[src/rtl/wb_counter_regs_pkg.sv]
// Shared constants, FSM state type and request payload for the Wishbone
// counter register block.
package wb_counter_regs_pkg;

  localparam int unsigned ADDR_W = 32;
  localparam int unsigned DATA_W = 32;
  localparam int unsigned SEL_W  = 4;
  localparam int unsigned OFF_W  = 6;
  localparam int unsigned CTRL_W = 3;

  localparam logic [OFF_W-1:0] OFF_CTRL   = 6'h00;
  localparam logic [OFF_W-1:0] OFF_LOAD   = 6'h01;
  localparam logic [OFF_W-1:0] OFF_COUNT  = 6'h02;
  localparam logic [OFF_W-1:0] OFF_STATUS = 6'h03;
  localparam logic [OFF_W-1:0] OFF_CMP    = 6'h04;

  localparam int unsigned CTRL_EN     = 0;
  localparam int unsigned CTRL_UP     = 1;
  localparam int unsigned CTRL_IRQ_EN = 2;

  typedef enum logic {
    ST_IDLE = 1'b0,
    ST_ACK  = 1'b1
  } ack_state_e;

  typedef struct packed {
    logic              we;
    logic [OFF_W-1:0]  off;
    logic [SEL_W-1:0]  sel;
    logic [DATA_W-1:0] dat;
  } wb_req_t;

  // Expand byte enables into a bit mask over the data word.
  function automatic logic [DATA_W-1:0] byte_mask(input logic [SEL_W-1:0] sel);
    logic [DATA_W-1:0] mask;
    mask = '0;
    for (int i = 0; i < int'(SEL_W); i++) begin
      mask[8*i +: 8] = {8{sel[i]}};
    end
    return mask;
  endfunction

endpackage

[src/rtl/wb_counter_regs_if.sv]
// Wishbone classic slave bus bundle for the counter register block.
interface wb_counter_regs_if;
  import wb_counter_regs_pkg::*;

  logic              wbs_cyc_i;
  logic              wbs_stb_i;
  logic              wbs_we_i;
  logic [SEL_W-1:0]  wbs_sel_i;
  logic [ADDR_W-1:0] wbs_adr_i;
  logic [DATA_W-1:0] wbs_dat_i;
  logic              wbs_ack_o;
  logic [DATA_W-1:0] wbs_dat_o;

  modport master (
    output wbs_cyc_i, wbs_stb_i, wbs_we_i, wbs_sel_i, wbs_adr_i, wbs_dat_i,
    input  wbs_ack_o, wbs_dat_o
  );

  modport slave (
    input  wbs_cyc_i, wbs_stb_i, wbs_we_i, wbs_sel_i, wbs_adr_i, wbs_dat_i,
    output wbs_ack_o, wbs_dat_o
  );
endinterface

[src/rtl/wb_ack_fsm.sv]
// IDLE/ACK handshake FSM: one registered ack per accepted request and a
// combinational commit strobe on the IDLE->ACK transition.
module wb_ack_fsm
  import wb_counter_regs_pkg::*;
(
  input  logic clk,
  input  logic rst_n,
  input  logic req_valid,
  output logic commit_c,
  output logic ack
);

  ack_state_e state_q, state_d;

  always_ff @(posedge clk or negedge rst_n) begin
    if (!rst_n) begin
      state_q <= ST_IDLE;
      ack     <= 1'b0;
    end else begin
      state_q <= state_d;
      ack     <= (state_d == ST_ACK);
    end
  end

  always_comb begin
    state_d  = state_q;
    commit_c = 1'b0;
    case (state_q)
      ST_IDLE: begin
        if (req_valid) begin
          state_d  = ST_ACK;
          commit_c = 1'b1;
        end
      end
      ST_ACK:  state_d = ST_IDLE;
      default: state_d = ST_IDLE;
    endcase
  end

endmodule

[src/rtl/wb_counter_regs.sv]
// Wishbone register front-end for an external up/down counter: control,
// load, compare and a sticky compare-match interrupt.
module wb_counter_regs
  import wb_counter_regs_pkg::*;
#(
  parameter int unsigned BITS      = 16,
  parameter logic [31:0] BASE_ADDR = 32'h3000_0000
) (
  input  logic            wb_clk_i,
  input  logic            wb_rst_i,
  wb_counter_regs_if.slave wb,
  output logic            cnt_en_o,
  output logic            cnt_up_o,
  output logic            cnt_load_o,
  output logic [BITS-1:0] cnt_load_val_o,
  input  logic [BITS-1:0] cnt_val_i,
  output logic            irq_o
);

  logic [1:0]        rst_sync_q;
  logic              rst_n;
  wb_req_t           req_c;
  logic              req_valid_c;
  logic              commit_c;
  logic              wr_c;
  logic              ack;
  logic [DATA_W-1:0] wmask_c;
  logic [DATA_W-1:0] rdata_c;
  logic [CTRL_W-1:0] ctrl_q;
  logic [BITS-1:0]   load_q;
  logic [BITS-1:0]   cmp_q;
  logic              match_q;
  logic              match_set_c;
  logic              match_clr_c;
  logic              unused_adr;

  // Assert asynchronously, release two clocks after wb_rst_i rises.
  always_ff @(posedge wb_clk_i or negedge wb_rst_i) begin
    if (!wb_rst_i) rst_sync_q <= 2'b00;
    else           rst_sync_q <= {rst_sync_q[0], 1'b1};
  end
  assign rst_n = rst_sync_q[1];

  always_comb begin
    req_c.we  = wb.wbs_we_i;
    req_c.off = wb.wbs_adr_i[7:2];
    req_c.sel = wb.wbs_sel_i;
    req_c.dat = wb.wbs_dat_i;
  end

  assign req_valid_c = wb.wbs_cyc_i && wb.wbs_stb_i &&
                       (wb.wbs_adr_i[31:8] == BASE_ADDR[31:8]);
  assign unused_adr  = ^wb.wbs_adr_i[1:0];

  wb_ack_fsm u_ack_fsm (
    .clk       (wb_clk_i),
    .rst_n     (rst_n),
    .req_valid (req_valid_c),
    .commit_c  (commit_c),
    .ack       (ack)
  );

  assign wb.wbs_ack_o = ack;
  assign wr_c         = commit_c && req_c.we;
  assign wmask_c      = byte_mask(req_c.sel);

  function automatic logic [BITS-1:0] apply_wr(input logic [BITS-1:0]   old,
                                               input logic [DATA_W-1:0] dat,
                                               input logic [DATA_W-1:0] mask);
    return BITS'((DATA_W'(old) & ~mask) | (dat & mask));
  endfunction

  always_comb begin
    rdata_c = '0;
    case (req_c.off)
      OFF_CTRL:   rdata_c = DATA_W'(ctrl_q);
      OFF_LOAD:   rdata_c = DATA_W'(load_q);
      OFF_COUNT:  rdata_c = DATA_W'(cnt_val_i);
      OFF_STATUS: rdata_c = DATA_W'(match_q);
      OFF_CMP:    rdata_c = DATA_W'(cmp_q);
      default:    rdata_c = '0;
    endcase
  end

  // A match condition in the same cycle as a W1C keeps MATCH set.
  assign match_set_c = ctrl_q[CTRL_EN] && (cnt_val_i == cmp_q);
  assign match_clr_c = wr_c && (req_c.off == OFF_STATUS) &&
                       req_c.sel[0] && req_c.dat[0];

  always_ff @(posedge wb_clk_i or negedge rst_n) begin
    if (!rst_n) begin
      ctrl_q       <= '0;
      load_q       <= '0;
      cmp_q        <= {BITS{1'b1}};
      match_q      <= 1'b0;
      irq_o        <= 1'b0;
      cnt_load_o   <= 1'b0;
      wb.wbs_dat_o <= '0;
    end else begin
      wb.wbs_dat_o <= (commit_c && !req_c.we) ? rdata_c : '0;
      cnt_load_o   <= wr_c && (req_c.off == OFF_LOAD) && (|req_c.sel);
      if (wr_c && (req_c.off == OFF_CTRL) && req_c.sel[0])
        ctrl_q <= req_c.dat[CTRL_W-1:0];
      if (wr_c && (req_c.off == OFF_LOAD))
        load_q <= apply_wr(load_q, req_c.dat, wmask_c);
      if (wr_c && (req_c.off == OFF_CMP))
        cmp_q <= apply_wr(cmp_q, req_c.dat, wmask_c);
      if (match_set_c)      match_q <= 1'b1;
      else if (match_clr_c) match_q <= 1'b0;
      irq_o <= match_q && ctrl_q[CTRL_IRQ_EN];
    end
  end

  assign cnt_en_o       = ctrl_q[CTRL_EN];
  assign cnt_up_o       = ctrl_q[CTRL_UP];
  assign cnt_load_val_o = load_q;

endmodule

[src/flat_wrapper.sv]
// flat-port wrapper written by rule: the top's interface ports become plain ports
module wb_counter_regs_flat import wb_counter_regs_pkg::*;
#(
  parameter int unsigned BITS      = 16,
  parameter logic [31:0] BASE_ADDR = 32'h3000_0000
)
  (wb_clk_i, wb_rst_i, cnt_en_o, cnt_up_o, cnt_load_o, cnt_load_val_o, cnt_val_i, irq_o, wb_wbs_cyc_i, wb_wbs_stb_i, wb_wbs_we_i, wb_wbs_sel_i, wb_wbs_adr_i, wb_wbs_dat_i, wb_wbs_ack_o, wb_wbs_dat_o);
  wb_counter_regs_if wb_i ();
  input  logic wb_clk_i;
  input  logic wb_rst_i;
  output logic cnt_en_o;
  output logic cnt_up_o;
  output logic cnt_load_o;
  output logic [BITS-1:0] cnt_load_val_o;
  input  logic [BITS-1:0] cnt_val_i;
  output logic irq_o;
  input wire logic [$bits(wb_i.wbs_cyc_i)-1:0] wb_wbs_cyc_i;
  input wire logic [$bits(wb_i.wbs_stb_i)-1:0] wb_wbs_stb_i;
  input wire logic [$bits(wb_i.wbs_we_i)-1:0] wb_wbs_we_i;
  input wire logic [$bits(wb_i.wbs_sel_i)-1:0] wb_wbs_sel_i;
  input wire logic [$bits(wb_i.wbs_adr_i)-1:0] wb_wbs_adr_i;
  input wire logic [$bits(wb_i.wbs_dat_i)-1:0] wb_wbs_dat_i;
  output wire logic [$bits(wb_i.wbs_ack_o)-1:0] wb_wbs_ack_o;
  output wire logic [$bits(wb_i.wbs_dat_o)-1:0] wb_wbs_dat_o;
  assign wb_i.wbs_cyc_i = wb_wbs_cyc_i;
  assign wb_i.wbs_stb_i = wb_wbs_stb_i;
  assign wb_i.wbs_we_i = wb_wbs_we_i;
  assign wb_i.wbs_sel_i = wb_wbs_sel_i;
  assign wb_i.wbs_adr_i = wb_wbs_adr_i;
  assign wb_i.wbs_dat_i = wb_wbs_dat_i;
  assign wb_wbs_ack_o = wb_i.wbs_ack_o;
  assign wb_wbs_dat_o = wb_i.wbs_dat_o;
  wb_counter_regs #(.BITS(BITS), .BASE_ADDR(BASE_ADDR)) u_core (.wb_clk_i(wb_clk_i), .wb_rst_i(wb_rst_i), .wb(wb_i), .cnt_en_o(cnt_en_o), .cnt_up_o(cnt_up_o), .cnt_load_o(cnt_load_o), .cnt_load_val_o(cnt_load_val_o), .cnt_val_i(cnt_val_i), .irq_o(irq_o));
endmodule
[config.mk]
export PLATFORM = sky130hd
export DESIGN_NAME = wb_counter_regs_flat
export DESIGN_NICKNAME = d
export VERILOG_FILES = /design/src/rtl/wb_counter_regs_pkg.sv /design/src/rtl/wb_counter_regs_if.sv /design/src/rtl/wb_ack_fsm.sv /design/src/rtl/wb_counter_regs.sv /design/src/flat_wrapper.sv
export SDC_FILE = /design/constraint.sdc
export NUM_CORES = 1
export LEC_CHECK = 0
export BUFFER_PORTS_ARGS = -buffer_cell sky130_fd_sc_hd__buf_2
export CORE_ASPECT_RATIO = 1.75
export CORE_UTILIZATION = 39
export CTS_CLUSTER_DIAMETER = 80
export DETAILED_ROUTE_END_ITERATION = 8
export PLACE_DENSITY = 0.68
export SYNTH_ARGS = -nofsm -noshare
export SYNTH_HDL_FRONTEND = slang
export SYNTH_SLANG_ARGS = --single-unit
[constraint.sdc]
create_clock -name wb_clk_i -period 2.5 [get_ports wb_clk_i]
set_clock_uncertainty 0.05 [all_clocks]
set_input_delay 0.375 -clock wb_clk_i [delete_from_list [all_inputs] [get_ports wb_clk_i]]
set_output_delay 0.375 -clock wb_clk_i [all_outputs]
set_load 0.01 [all_outputs]
==> flow_metrics.env <==
export IMPL_outcome="finished, final reports clean"
export IMPL_cp_start_kind="register"
export IMPL_syn_area_per_cell_um2=12.5
export IMPL_ant_nets=0
export IMPL_reg2reg_slack_ns=0.08
export IMPL_path_class="reg -> reg"
export IMPL_synth_enable_flop_cells=0
export IMPL_drc_errors=0
export IMPL_ys_seq_elements=57
export IMPL_setup_viol=0
export IMPL_placed_cells_incl_taps=417
export IMPL_gp_congestion=0.782
export IMPL_yosys_most_used_dff="dfrtp_1"
export IMPL_viasPerCell=5.30
export IMPL_cts_buffers=9
export IMPL_syn_inst=222
export IMPL_peakVddDrop_uv=514
export IMPL_arrival_ns=2.56
export IMPL_power_leakage_nw=1.84
export IMPL_max_cap_viol_count=0
export IMPL_path_clk_slew_ns=0.05
export IMPL_ios=142
export IMPL_whs_ns=0.215
export IMPL_clock_latency_ns=0.32
export IMPL_worst_pin_slew_ns=0.621
export IMPL_path_max_fanout=5
export IMPL_final_max_slew_viol_count=0
export IMPL_htreeDepth=3
export IMPL_post_route_cell_area_um2=3710
export IMPL_syn_area_um2=2770
export IMPL_worst_ep_required_time_ns=2.64
export IMPL_clock_sinks=57
export IMPL_fin_cells=434
export IMPL_hpwlAfterDp_um=5440
export IMPL_powerDensity_nw_per_um2=578
export IMPL_regArea_um2=1450
export IMPL_port_buffers=107
export IMPL_dr_pass1_iters=5
export IMPL_initial_core_util_pct=40.4
export IMPL_r2r_start="u_core.u_ack_fsm.state_q$_DFF_PN0_"
export IMPL_clockBufferDepth=2
export IMPL_multi_input_area_um2=1230
export IMPL_coreArea_um2=6860
export IMPL_intPower_mw=1.69
export IMPL_grt_max_degree=27
export IMPL_fp_dieH_um=114
export IMPL_fillers=642
export IMPL_antenna_cells=0
export IMPL_clockRootBuffer="clkbuf_16"
export IMPL_area_growth_pct=33.9
export IMPL_vias=2299
export IMPL_post_drt_wl_per_cell_um=16.3
export IMPL_drt_total_wl_um=7090
export IMPL_tritoncts="done"
export IMPL_synth_seq_area_share_pct=52.2
export IMPL_maxSlewHeadroom_pct=58.6
export IMPL_combinationalPowerShare_pct=6.5
export IMPL_place_area_um2=3430
export IMPL_rows=40
export IMPL_layout_common_cells="107 x buf_2, 40 x dfrtp_1, 35 x mux2_2"
export IMPL_layout_drive_gt1_share_pct=55.7
export IMPL_fp_dieW_um=65.7
export IMPL_hold_viol_final=0
export IMPL_antenna_found_initial=0
export IMPL_synthArstFlopShare_pct=100
export IMPL_hold_path_class="reg -> async"
export IMPL_cts_setup_buffers=0
export IMPL_grt_use_total_pct=20.9
export IMPL_fin_crit_ns=2.42
export IMPL_p_switching_uw=461
export IMPL_swShare_pct=21.5
export IMPL_ys_types=33
export IMPL_synth_warnings=0
export IMPL_final_common_cell="buf_2"
export IMPL_fin_crit_sh_pct=96.7
export IMPL_grt_pass1_wl_um=11100
export IMPL_cp_end_kind="register"
export IMPL_clkPwrFrac_pct=49.9
export IMPL_max_clock_freq_mhz=414
export IMPL_worst_r2r_path_depth=6
export IMPL_grt_overflow=0
export IMPL_dieArea_um2=7460
export IMPL_rsz0062_at_grt="no"
export IMPL_final_nets=434
export IMPL_grt_pass1_vias=2371
export IMPL_seq_power_share_pct=43.6
export IMPL_first_iter_violations=122
==> per-stage QoR <==
| step | total power [mW] | setup TNS, ns | setup WS, ns | util, % |
|---|---|---|---|---|
| floorplan | 1.02 | 0 | 0.164 | - |
| global placement | 1.09 | -0.114 | -0.0240 | 50.0 |
| detailed placement | 1.09 | -0.318 | -0.0632 | 50.0 |
| CTS | 2.18 | 0 | 0.0224 | 54.0 |
| global route | 2.24 | 0 | 0.0161 | 54.2 |
| finish | 2.15 | 0 | 0.0822 | 54.2 |
==> layout make-up <==
class / count / share of cell area [%]
clock buffers: 15 / 6.94
clock inverters: 1 / 0.135
inverters: 1 / 0.101
multi-input cells: 155 / 33.3
flip-flops and latches: 57 / 39.0
well taps: 84 / 2.83
repair buffers: 121 / 17.8
==> cells in the mapped netlist, drive strengths merged (2+ instances only) <==
library cell / count / area [um^2]
conb: 2 / 7.51
xnor2: 12 / 105
buf: 16 / 120
nor4b: 5 / 88.8
xor2: 4 / 35.0
mux2: 35 / 394
nand2: 11 / 41.3
o41ai: 2 / 17.5
nor4: 8 / 50.1
nor3: 4 / 20.0
nand3: 4 / 25.0
clkbuf: 8 / 30.0
nand4: 5 / 31.3
a222oi: 15 / 150
dfstp: 16 / 420
nor2: 18 / 70.1
or4: 3 / 30.0
a21oi: 2 / 10.0
and3: 2 / 12.5
dfrtp: 41 / 1030
==> power by group through the flow <==
stage               registers, mW  logic [mW]  clock network [mW]
floorplan                   0.954      0.0632                   0
global placement            0.950       0.136                   0
detailed placement          0.950       0.139                   0
CTS                         0.937       0.141                1.10
global route                0.937       0.156                1.15
finish                      0.936       0.140                1.07
==> routing by layer <==
| layer | global-route usage, % | part of all wire [%] | vias to the layer above |
|---|---|---|---|
| met5 | 0 | 0 | - |
| met4 | 12.0 | 2.9 | 0 |
| met3 | 5.70 | 6.6 | 15 |
| met2 | 37.4 | 56 | 114 |
| met1 | 20.8 | 34 | 1116 |
| li1 | - | - | 1054 |
==> cell families after synthesis <==
logic type,synth area share (%)
simple gates,15.1
buf+inv,5.55
other cells,0.271
xor+xnor,5.05
mux,15.0
compound gates,6.86
flops,52.2
==> worst max-delay path, stage by stage (launching register included) <==
cell,delay [ns]
dfrtp_1,0.40
nor4b_2,0.27
nand2_1,0.10
or4_4,0.60
nor4b_4,0.35
buf_6,0.18
mux2_2,0.34
==> worst max-delay path by stage <==
stage | start | endpoint | slack [ns] | depth (start not counted)
after global placement | wb_wbs_adr_i[16] | register | -0.02 | 7
after detailed placement | wb_wbs_adr_i[20] | register | -0.06 | 7
after floorplan | wb_wbs_adr_i[16] | register | 0.16 | 5
final | u_core.u_ack_fsm.state_q$_DFF_PN0_ | register | 0.08 | 6
after CTS | u_core.u_ack_fsm.state_q$_DFF_PN0_ | register | 0.02 | 6
after global routing | u_core.u_ack_fsm.state_q$_DFF_PN0_ | register | 0.02 | 6
==> what timing repair did <==
item | 4_1_cts | 5_1_grt
endpoints found under the hold margin | 2 | 0
resized for setup | 0 | 2
hold buffers | 1 | 0
setup endpoints to repair | 0 | 5
Power figures use the tool's default switching activity.
